==> config.mk <==
export PLATFORM = sky130hd
export DESIGN_NAME = rv_exec_unit_flat
export DESIGN_NICKNAME = d
export VERILOG_FILES = /design/src/rtl/rv_exec_unit_if.sv /design/src/rtl/rv_exec_unit.sv /design/src/flat_wrapper.sv
export SDC_FILE = /design/constraint.sdc
export NUM_CORES = 2
export LEC_CHECK = 0
export BUFFER_PORTS_ARGS = -buffer_cell sky130_fd_sc_hd__buf_2
export CORE_MARGIN = 2
export CORE_UTILIZATION = 34
export CTS_CLUSTER_SIZE = 8
export DETAILED_ROUTE_END_ITERATION = 8
export SYNTH_ARGS = -nofsm -noshare
export SYNTH_HDL_FRONTEND = slang
export SYNTH_SLANG_ARGS = --single-unit
==> constraint.sdc <==
create_clock -name clk -period 17 [get_ports clk]
set_input_delay 3.4 -clock clk [delete_from_list [all_inputs] [get_ports clk]]
set_output_delay 3.4 -clock clk [all_outputs]
set_load 0.01 [all_outputs]
==> src/rtl/rv_exec_unit_if.sv <==
`default_nettype none
// ============================================================================
// Module      : rv_exec_unit_if
// Description : Issue/result handshake bundle between register-read and the
//               execute unit.
// Revision    : 1.0 - initial release
// ============================================================================
interface rv_exec_unit_if #(
  parameter int WIDTH = 32
) ();
  localparam int c_SW = $clog2(WIDTH);

  logic             in_valid;
  logic             in_ready;
  logic [WIDTH-1:0] pc;
  logic [WIDTH-1:0] rs1;
  logic [WIDTH-1:0] rs2;
  logic [11:0]      imm;
  logic [c_SW-1:0]  shamt;
  logic [6:0]       opcode;
  logic [2:0]       funct3;
  logic [6:0]       funct7;
  logic             out_valid;
  logic             out_ready;
  logic [WIDTH-1:0] rd;
  logic [WIDTH-1:0] mem_addr;
  logic             branch_taken;

  modport master (
    output in_valid, pc, rs1, rs2, imm, shamt, opcode, funct3, funct7, out_ready,
    input  in_ready, out_valid, rd, mem_addr, branch_taken
  );

  modport slave (
    input  in_valid, pc, rs1, rs2, imm, shamt, opcode, funct3, funct7, out_ready,
    output in_ready, out_valid, rd, mem_addr, branch_taken
  );
endinterface
`default_nettype wire

==> src/rtl/rv_exec_unit.sv <==
`default_nettype none
// ============================================================================
// Module      : rv_exec_unit
// Description : Registered RV32IM execute unit: ALU, branch compare, address
//               generation, JAL link, 1-stage multiply, iterative divide.
// Revision    : 1.0 - initial release
// ============================================================================
module rv_exec_unit #(
  parameter int WIDTH = 32
) (
  input  logic          clk,
  input  logic          rst,
  rv_exec_unit_if.slave bus
);
  localparam int         c_SW     = $clog2(WIDTH);
  localparam logic [6:0] c_OP_R   = 7'b0110011;
  localparam logic [6:0] c_OP_I   = 7'b0010011;
  localparam logic [6:0] c_OP_B   = 7'b1100011;
  localparam logic [6:0] c_OP_LD  = 7'b0000011;
  localparam logic [6:0] c_OP_ST  = 7'b0100011;
  localparam logic [6:0] c_OP_JAL = 7'b1101111;
  localparam logic [WIDTH-1:0] c_ONES = {WIDTH{1'b1}};
  localparam logic [WIDTH-1:0] c_MIN  = {1'b1, {(WIDTH-1){1'b0}}};

  typedef enum logic [1:0] {S_IDLE = 2'd0, S_MUL = 2'd1, S_DIV = 2'd2, S_OUT = 2'd3} state_t;

  state_t           r_state, w_next, w_route;
  logic             w_in_ready, w_out_valid, w_accept;
  logic [WIDTH-1:0] r_rd, r_ma, r_a, r_b, r_quo, r_rem, r_dvs;
  logic             r_br, r_neg_q, r_neg_r;
  logic [2:0]       r_f3;
  logic [c_SW-1:0]  r_cnt;

  logic [WIDTH-1:0] w_imm_sx, w_op2, w_alu, w_rd, w_ma;
  logic [c_SW-1:0]  w_amt;
  logic             w_is_i, w_sub, w_br, w_a_neg, w_b_neg;
  logic [WIDTH-1:0] w_a_mag, w_b_mag;

  // Decode and single-cycle results, evaluated from the presented operands
  always_comb begin
    w_imm_sx = WIDTH'($signed(bus.imm));
    w_is_i   = (bus.opcode == c_OP_I);
    w_op2    = w_is_i ? w_imm_sx : bus.rs2;
    w_amt    = w_is_i ? bus.shamt : bus.rs2[c_SW-1:0];
    w_sub    = !w_is_i && (bus.funct7 == 7'h20);
    w_alu    = '0;
    case (bus.funct3)
      3'd0: w_alu = w_sub ? bus.rs1 - w_op2 : bus.rs1 + w_op2;
      3'd1: w_alu = bus.rs1 << w_amt;
      3'd2: w_alu = WIDTH'($signed(bus.rs1) < $signed(w_op2));
      3'd3: w_alu = WIDTH'(bus.rs1 < w_op2);
      3'd4: w_alu = bus.rs1 ^ w_op2;
      3'd5: w_alu = (bus.funct7 == 7'h20) ? WIDTH'($signed(bus.rs1) >>> w_amt)
                                          : bus.rs1 >> w_amt;
      3'd6: w_alu = bus.rs1 | w_op2;
      default: w_alu = bus.rs1 & w_op2;
    endcase

    w_a_neg = !bus.funct3[0] && bus.rs1[WIDTH-1];
    w_b_neg = !bus.funct3[0] && bus.rs2[WIDTH-1];
    w_a_mag = w_a_neg ? -bus.rs1 : bus.rs1;
    w_b_mag = w_b_neg ? -bus.rs2 : bus.rs2;

    w_rd    = '0;
    w_ma    = '0;
    w_br    = 1'b0;
    w_route = S_OUT;
    case (bus.opcode)
      c_OP_R: begin
        if (bus.funct7 == 7'h00 || bus.funct7 == 7'h20) begin
          w_rd = w_alu;
        end else if (bus.funct7 == 7'h01) begin
          if (!bus.funct3[2]) begin
            w_route = S_MUL;
          end else if (bus.rs2 == '0) begin
            w_rd = bus.funct3[1] ? bus.rs1 : c_ONES;
          end else if (!bus.funct3[0] && bus.rs1 == c_MIN && bus.rs2 == c_ONES) begin
            w_rd = bus.funct3[1] ? '0 : bus.rs1;
          end else begin
            w_route = S_DIV;
          end
        end
      end
      c_OP_I: w_rd = w_alu;
      c_OP_B: begin
        case (bus.funct3)
          3'd0:    w_br = (bus.rs1 == bus.rs2);
          3'd1:    w_br = (bus.rs1 != bus.rs2);
          3'd4:    w_br = ($signed(bus.rs1) <  $signed(bus.rs2));
          3'd5:    w_br = ($signed(bus.rs1) >= $signed(bus.rs2));
          3'd6:    w_br = (bus.rs1 <  bus.rs2);
          3'd7:    w_br = (bus.rs1 >= bus.rs2);
          default: w_br = 1'b0;
        endcase
        w_rd = WIDTH'(w_br);
      end
      c_OP_LD, c_OP_ST: w_ma = bus.rs1 + w_imm_sx;
      c_OP_JAL:         w_rd = bus.pc + WIDTH'(4);
      default: ;
    endcase
  end

  // Multiply: operands are extended to 2*WIDTH so one unsigned product covers all signedness mixes
  logic [2*WIDTH-1:0] w_a_ext, w_b_ext, w_prod;
  logic [WIDTH-1:0]   w_mul_res;
  always_comb begin
    w_a_ext   = {{WIDTH{(r_f3[1:0] != 2'd3) && r_a[WIDTH-1]}}, r_a};
    w_b_ext   = {{WIDTH{!r_f3[1] && r_b[WIDTH-1]}}, r_b};
    w_prod    = w_a_ext * w_b_ext;
    w_mul_res = (r_f3[1:0] == 2'd0) ? w_prod[WIDTH-1:0] : w_prod[2*WIDTH-1:WIDTH];
  end

  // Restoring divide step: partial remainder shifted with the next dividend bit
  logic [WIDTH:0]   w_shift, w_diff;
  logic             w_qbit;
  logic [WIDTH-1:0] w_rem_next, w_quo_fin, w_div_res;
  always_comb begin
    w_shift    = {r_rem, r_quo[WIDTH-1]};
    w_diff     = w_shift - {1'b0, r_dvs};
    w_qbit     = !w_diff[WIDTH];
    w_rem_next = w_qbit ? w_diff[WIDTH-1:0] : w_shift[WIDTH-1:0];
    w_quo_fin  = {r_quo[WIDTH-2:0], w_qbit};
    w_div_res  = r_f3[1] ? (r_neg_r ? -w_rem_next : w_rem_next)
                         : (r_neg_q ? -w_quo_fin  : w_quo_fin);
  end

  always_comb begin
    w_next      = r_state;
    w_in_ready  = (r_state == S_IDLE) && !rst;
    w_out_valid = (r_state == S_OUT);
    w_accept    = w_in_ready && bus.in_valid;
    case (r_state)
      S_IDLE:  if (w_accept) w_next = w_route;
      S_MUL:   w_next = S_OUT;
      S_DIV:   if (r_cnt == c_SW'(WIDTH-1)) w_next = S_OUT;
      S_OUT:   if (bus.out_ready) w_next = S_IDLE;
      default: w_next = S_IDLE;
    endcase
  end

  always_ff @(posedge clk) begin
    if (rst) r_state <= S_IDLE;
    else     r_state <= w_next;
  end

  always_ff @(posedge clk) begin
    if (rst) begin
      r_rd <= '0; r_ma <= '0; r_br <= 1'b0; r_cnt <= '0;
      r_a <= '0; r_b <= '0; r_f3 <= '0;
      r_quo <= '0; r_rem <= '0; r_dvs <= '0; r_neg_q <= 1'b0; r_neg_r <= 1'b0;
    end else begin
      case (r_state)
        S_IDLE: if (w_accept) begin
          r_rd    <= w_rd;
          r_ma    <= w_ma;
          r_br    <= w_br;
          r_a     <= bus.rs1;
          r_b     <= bus.rs2;
          r_f3    <= bus.funct3;
          r_quo   <= w_a_mag;
          r_dvs   <= w_b_mag;
          r_rem   <= '0;
          r_neg_q <= w_a_neg ^ w_b_neg;
          r_neg_r <= w_a_neg;
          r_cnt   <= '0;
        end
        S_MUL: r_rd <= w_mul_res;
        S_DIV: begin
          r_quo <= w_quo_fin;
          r_rem <= w_rem_next;
          r_cnt <= r_cnt + 1'b1;
          if (r_cnt == c_SW'(WIDTH-1)) r_rd <= w_div_res;
        end
        default: ;
      endcase
    end
  end

  assign bus.in_ready     = w_in_ready;
  assign bus.out_valid    = w_out_valid;
  assign bus.rd           = r_rd;
  assign bus.mem_addr     = r_ma;
  assign bus.branch_taken = r_br;
endmodule
`default_nettype wire

==> src/flat_wrapper.sv <==
// flat-port wrapper written by rule: the top's interface ports become plain ports
module rv_exec_unit_flat 
#(
  parameter int WIDTH = 32
)
  (clk, rst, bus_in_valid, bus_pc, bus_rs1, bus_rs2, bus_imm, bus_shamt, bus_opcode, bus_funct3, bus_funct7, bus_out_ready, bus_in_ready, bus_out_valid, bus_rd, bus_mem_addr, bus_branch_taken);
  rv_exec_unit_if #(.WIDTH(WIDTH)) bus_i ();
  input  logic clk;
  input  logic rst;
  input wire logic [$bits(bus_i.in_valid)-1:0] bus_in_valid;
  input wire logic [$bits(bus_i.pc)-1:0] bus_pc;
  input wire logic [$bits(bus_i.rs1)-1:0] bus_rs1;
  input wire logic [$bits(bus_i.rs2)-1:0] bus_rs2;
  input wire logic [$bits(bus_i.imm)-1:0] bus_imm;
  input wire logic [$bits(bus_i.shamt)-1:0] bus_shamt;
  input wire logic [$bits(bus_i.opcode)-1:0] bus_opcode;
  input wire logic [$bits(bus_i.funct3)-1:0] bus_funct3;
  input wire logic [$bits(bus_i.funct7)-1:0] bus_funct7;
  input wire logic [$bits(bus_i.out_ready)-1:0] bus_out_ready;
  output wire logic [$bits(bus_i.in_ready)-1:0] bus_in_ready;
  output wire logic [$bits(bus_i.out_valid)-1:0] bus_out_valid;
  output wire logic [$bits(bus_i.rd)-1:0] bus_rd;
  output wire logic [$bits(bus_i.mem_addr)-1:0] bus_mem_addr;
  output wire logic [$bits(bus_i.branch_taken)-1:0] bus_branch_taken;
  assign bus_i.in_valid = bus_in_valid;
  assign bus_i.pc = bus_pc;
  assign bus_i.rs1 = bus_rs1;
  assign bus_i.rs2 = bus_rs2;
  assign bus_i.imm = bus_imm;
  assign bus_i.shamt = bus_shamt;
  assign bus_i.opcode = bus_opcode;
  assign bus_i.funct3 = bus_funct3;
  assign bus_i.funct7 = bus_funct7;
  assign bus_i.out_ready = bus_out_ready;
  assign bus_in_ready = bus_i.in_ready;
  assign bus_out_valid = bus_i.out_valid;
  assign bus_rd = bus_i.rd;
  assign bus_mem_addr = bus_i.mem_addr;
  assign bus_branch_taken = bus_i.branch_taken;
  rv_exec_unit #(.WIDTH(WIDTH)) u_core (.clk(clk), .rst(rst), .bus(bus_i));
endmodule
# After elaboration in Yosys (flattened, before gate mapping)
# Cells that the tools add are included.
dict set report totals {
  ff_bits 236
  word_cells 133
}
dict set report classes {
  magnitude_cmp 6
  n_reduce_logical 27
  eq_ne 27
  n_addsub 10
  multipliers 1
  n_bitwise 4
  shifts 3
  n_mux 42
}
# cell count
set op_table {}
lappend op_table {{2-to-1 mux 32 bit} 22}
lappend op_table {{one-hot mux 32 bit (7 select lines)} 1}
lappend op_table {{less-than comparator 32 bit} 4}
lappend op_table {{negation 32 bit} 4}
lappend op_table {{one-hot mux 32 bit (2 select lines)} 2}
lappend op_table {{one-hot mux 32 bit (4 select lines)} 1}
lappend op_table {{one-hot mux 32 bit (3 select lines)} 1}
lappend op_table {{adder 32 bit} 2}
lappend op_table {{== test 32 bit (second input constant)} 2}
lappend op_table {{greater-or-equal comparator 32 bit} 2}
lappend op_table {{multiplier 33 x 33 -> 64 bit} 1}
lappend op_table {{subtractor 33 x 32 -> 33 bit} 1}
lappend op_table {{adder 32 x 3 -> 32 bit (second input constant)} 1}
lappend op_table {{bitwise AND 32 bit} 1}
lappend op_table {{== test 32 bit} 1}
lappend op_table {{zero test 32 bit} 1}
lappend op_table {{!= test 32 bit} 1}
lappend op_table {{bitwise OR 32 bit} 1}
lappend op_table {{left shift 32 x 5 -> 32 bit} 1}
lappend op_table {{right shift 32 x 5 -> 32 bit} 1}
lappend op_table {{>>> shifter 32 x 5 -> 32 bit} 1}
lappend op_table {{subtractor 32 bit} 1}
lappend op_table {{bitwise XOR 32 bit} 1}
lappend op_table {{== test 7 x 6 -> 1 bit (second input constant)} 3}
lappend op_table {{31 further kinds} 63}

# Longest topological paths before layout
dict set report depth {
  depth_word 11
  depth_mapped 32
  depth_no_buf 30
}

# Worst setup path before layout
# Ideal clock, no wire load.
dict set report synth_path {
  kind {reg2reg}
  from {reg u_core.r_a[31]}
  to {reg u_core.r_rd[27], in the netlist u_core.bus.rd[27]}
  path_stages_with_launch 28
  path_slack_ns 8.400
  setup_ns 0.129
  arrival_time_ns 8.470
  synth_period_minus_slack_ns 8.600
  path_cell_list {dfxtp_1 -> a21boi_0 -> clkbuf_1 -> clkbuf_1 -> nand2_1 -> fa_1 -> fa_1 -> inv_1 -> fa_1 -> inv_1 -> fa_1 -> inv_1 -> fa_1 -> fa_1 -> fa_1 -> inv_1 -> fa_1 -> inv_1 -> ha_1 -> clkbuf_1 -> and3_1 -> nand4_1 -> o311ai_0 -> a21oi_1 -> o21ai_0 -> mux2_2 -> o311ai_0 -> a31oi_1}
}
dict set report synth_between {
  elab_chain_cells 4
}
# item line_no
set synth_rtl {}
lappend synth_rtl {{from (decl)} rv_exec_unit.sv:29} ;# logic [WIDTH-1:0] r_rd, r_ma, r_a, r_b, r_quo, r_rem, r_dvs;
lappend synth_rtl {{from (signal assigned)} rv_exec_unit.sv:157} ;# r_a <= bus.rs1;
lappend synth_rtl {{logical AND 1 bit} rv_exec_unit.sv:107} ;# w_a_ext = {{WIDTH{(r_f3[1:0] != 2'd3) && r_a[WIDTH-1]}}, r_a};
lappend synth_rtl {{multiplier 33 x 33 -> 64 bit (*)} rv_exec_unit.sv:109} ;# w_prod = w_a_ext * w_b_ext;
lappend synth_rtl {{2-to-1 mux 32 bit (*)} rv_exec_unit.sv:110} ;# w_mul_res = (r_f3[1:0] == 2'd0) ? w_prod[WIDTH-1:0] : w_prod[2*WIDTH-1:WIDTH];
lappend synth_rtl {{one-hot mux 32 bit (3 select lines) (*)} rv_exec_unit.sv:152} ;# case (r_state)
lappend synth_rtl {{to (signal assigned)} rv_exec_unit.sv:154} ;# r_rd <= w_rd;
lappend synth_rtl {{to (signal assigned)} rv_exec_unit.sv:167} ;# S_MUL: r_rd <= w_mul_res;
lappend synth_rtl {{to (signal assigned)} rv_exec_unit.sv:172} ;# if (r_cnt == c_SW'(WIDTH-1)) r_rd <= w_div_res;
lappend synth_rtl {{to (decl)} rv_exec_unit.sv:29}
# Every way passes the cells marked *; elsewhere a longest branch is shown, timed or not.
# A chain may end at the register's enable or synchronous reset.

# Final worst setup path
dict set report layout_path {
  from {reg u_core.r_a[31]}
  to {reg u_core.r_rd[28], in the netlist u_core.bus.rd[28]}
}
# The elaborated chain is that of the path after synthesis.

==> results by group <==
Synth
  • Synthesized flop and latch total: ~240
  • Post-synth EDFFs: 0
  • Register area share after synthesis: around 7.2%
  • Synth area leaders: fa_1 35%, ha_1 8.0%, inv_1 7.6%
  • Async set or reset register ratio after synthesis: 0%
  • Avg Synthesized Cell Area: between 7 and 8 sq um
  • Synth top area share: 34.65%
  • Cells after Synth: 8203
  • Mapped Nets: approximately 9900
  • Count leader, synth: inv_1
  • Yosys warning count: 0
  • Area leader, netlist: fa_1
  • Synthesized area: about 0.065 sq mm
  • Number of library cell types mapped by synthesis: 90
  • Commonest cells in the netlist: 1313 x inv_1, 1172 x nand2_1, 1129 x fa_1, 457 x clkbuf_1, 452 x a21oi_1
  • Dominant synthesized flop cell: dfxtp_1

Routing
  • DRC viols: 0
  • Via Count: around 60000
  • Vias/cell: around 5.7
  • ANT nets after route: 0
  • Drt pass-1 iters: 7
  • Initial drt markers: ~6100
  • WL/cell: 24.95 microns
  • Drt total wl: around 260000 microns

GRT
  • Total grt overflow: 0
  • Total track usage: approximately a quarter
  • Pin count of the biggest net entering global routing: between 100 and 150
  • Vias in the first global route: 60906
  • Number of antenna violations at the first check in global routing: 28
  • First-pass GRT wire length: between 300000 and 400000 microns

Cells and area
  • Fin area: approximately 0.070 sq mm
  • Share of cells above drive strength 1: between 6 and 7%
  • Fin nets: slightly below 10000
  • Final std cells w/o fill: 10611
  • Post-layout util: roughly 37%
  • Synth-to-Final Area Change: 6.831%

Hold path
  • Worst hold path class: reg2reg

STA
  • Fmax: between 100 and 150 MHz
  • Worst slew pin tran: between 1000 and 1500 ps
  • Final Critical Period: 9841 ps
  • Fin Setup TNS: 0 ps
  • RSZ-0062 raised after global routing: false
  • Fin Hold WS: 453.5 ps
  • Slew margin rel.: between 10% and 20%
  • Final setup vio count: 0
  • Slew Limit Fails: 0
  • Period utilisation layout: 57.89%
  • Worst Clk Skew: a little over 40 ps
  • Final Hold Fails: 0

Worst setup path
  • Worst path slowest cell: fa_1
  • Worst EP required: ~18000 ps
  • Worst Path Arrival: roughly 10000 ps
  • CP Capture Type: flop
  • Critical path peak fanout: 34
  • Flop-to-flop setup slack: approximately 7200 ps
  • Critical Path Most Common Cell: fa_1
  • CP max stage delay: approximately 800 ps
  • Critical path class: reg2reg
  • Setup crit start kind: flop

Clock tree
  • Clock sinks: ~240
  • Setup Fix Bufs, Post-CTS: 0
  • # resized after CTS: 0
  • Cts bufs inserted: 36
  • TritonCTS clock tree: yes
  • Clk pin slew, worst setup/hold paths: about 60 ps
  • Clock insertion delay at the later pin of the skew report: between 500 and 600 ps
  • H-Tree Depth: 2
  • Max clock buf depth: 3
  • Root Buffer Master: clkbuf_16
  • Post-CTS Hold Buffers: 0

Placed design
  • Dpl hpwl: ~210000 microns
  • # port buffers: 200
  • Placed insts: around 11000
  • GP Congestion: between 1 and 1.5
  • Placed inst area: ~0.069 sq mm

Power and ir drop
  • Pwr Density: ~79 mW/mm^2
  • Lkg Pwr: between 30 and 40 nW
  • VDD IR-drop max: 0.09709 mV

Floorplan
  • Rows: 160
  • Core ar.: around 0.19 sq mm
  • Initial Util: 34.26%
  • IO Count: ~200
  • Die width: ~440 microns
  • Die Ht: 442.0 microns
  • Die area: around 0.20 sq mm

Run status
  • Status: finished, final reports clean

Run
  • Max-cap violations: 0
==> worst max-delay path, delay by kind of cell, from the launching register on <==
kind	cells	cell delay [ps]
adder cells (fa/ha/maj)	9	4980
AO/OA/AOI/OAI	8	1870
buffers and inverters	7	1720
AND/OR/NAND/NOR	6	860
flip-flops	1	300
==> state kept, by name (all words and copies together), names as in the netlist <==
name	count
u_core.bus.mem_addr	32
u_core.bus.rd	32
u_core.r_a	32
u_core.r_b	32
u_core.r_quo	32
u_core.r_rem	32
u_core.r_dvs	31
u_core.r_cnt	5
u_core.r_f3	2
u_core.r_state	2
u_core.bus.branch_taken	1
u_core.r_neg_q	1
u_core.r_neg_r	1
==> logic make-up after synthesis <==
group | synth area share, %
mux | 1.772
flops | 7.212
simple gates | 18.02
fa+ha+maj | 42.63
buf+inv | 10.61
compound gates | 16.16
xor+xnor | 3.598
==> stage by stage <==
step           total power, W  setup slack (ps)
3_5_place_dp         0.004709              7247
5_1_grt              0.005852              6650
3_3_place_gp         0.004682              7272
4_1_cts              0.005414              7170
6_report             0.005488              7159
2_1_floorplan        0.003282              8400
==> area by class of cell <==
class | instances | area [sq um]
Fill cell | 19799 | 120700
Multi-Input combinational cell | 6135 | 53740
Inverter | 1320 | 4955
Sequential cell | 235 | 4711
Tap cell | 2511 | 3142
Timing Repair Buffer | 348 | 2131
Clock buffer | 40 | 925.9
Antenna cell | 18 | 45.04
Clock inverter | 4 | 37.54
==> per-layer routing <==
layer / routed length (microns) / vias up / part of all wire, % / track usage [%]
li1: - / 26252 / - / -
met5: 67 / - / 0.025 / 0
met2: 116200 / 2973 / 44 / 41.28
met1: 107900 / 30250 / 41 / 35.18
met3: 22810 / 706 / 8.6 / 4.682
met4: 17760 / 10 / 6.7 / 15.04
==> cell usage in the layout, fill, tap and decap left out, types with 31 or more instances in the layout <==
cell type  count
nor2_1       425
a21o_1       100
dfxtp_1      230
nand3_1      137
nand4_1       59
buf_4        147
nor3_1       131
nand2_1     1169
clkbuf_16     36
and2_1       379
nand2b_1      37
buf_2        199
o211ai_1      61
o21a_1        40
ha_1         415
mux2i_1       93
xor2_1        74
inv_1       1311
a22oi_1       61
a31oi_1       60
o21ai_0      416
and3_1        31
xnor2_1      194
o31ai_1       53
nor4_1        31
a211oi_1     107
a21oi_1      449
fa_1        1129
or3_1         39
==> where the power goes <==
part | internal (W) | switching (W)
combinational | 0.00129 | 0.00277
sequential | 0.000641 | 0.000113
clock | 0.000382 | 0.000296
total | 0.00231 | 0.00317
==> path summary, 6_finish.rpt <==
check                                    start                 to  cells past startpoint
worst max-delay path            u_core.r_a[31]  u_core.bus.rd[28]                     30
worst min-delay path            u_core.r_b[17]     u_core.r_b[17]                      2
worst max register to register  u_core.r_a[31]  u_core.bus.rd[28]                     30
worst min register to register  u_core.r_b[17]     u_core.r_b[17]                      2
No activity file was read; power rests on OpenSTA's default activity.
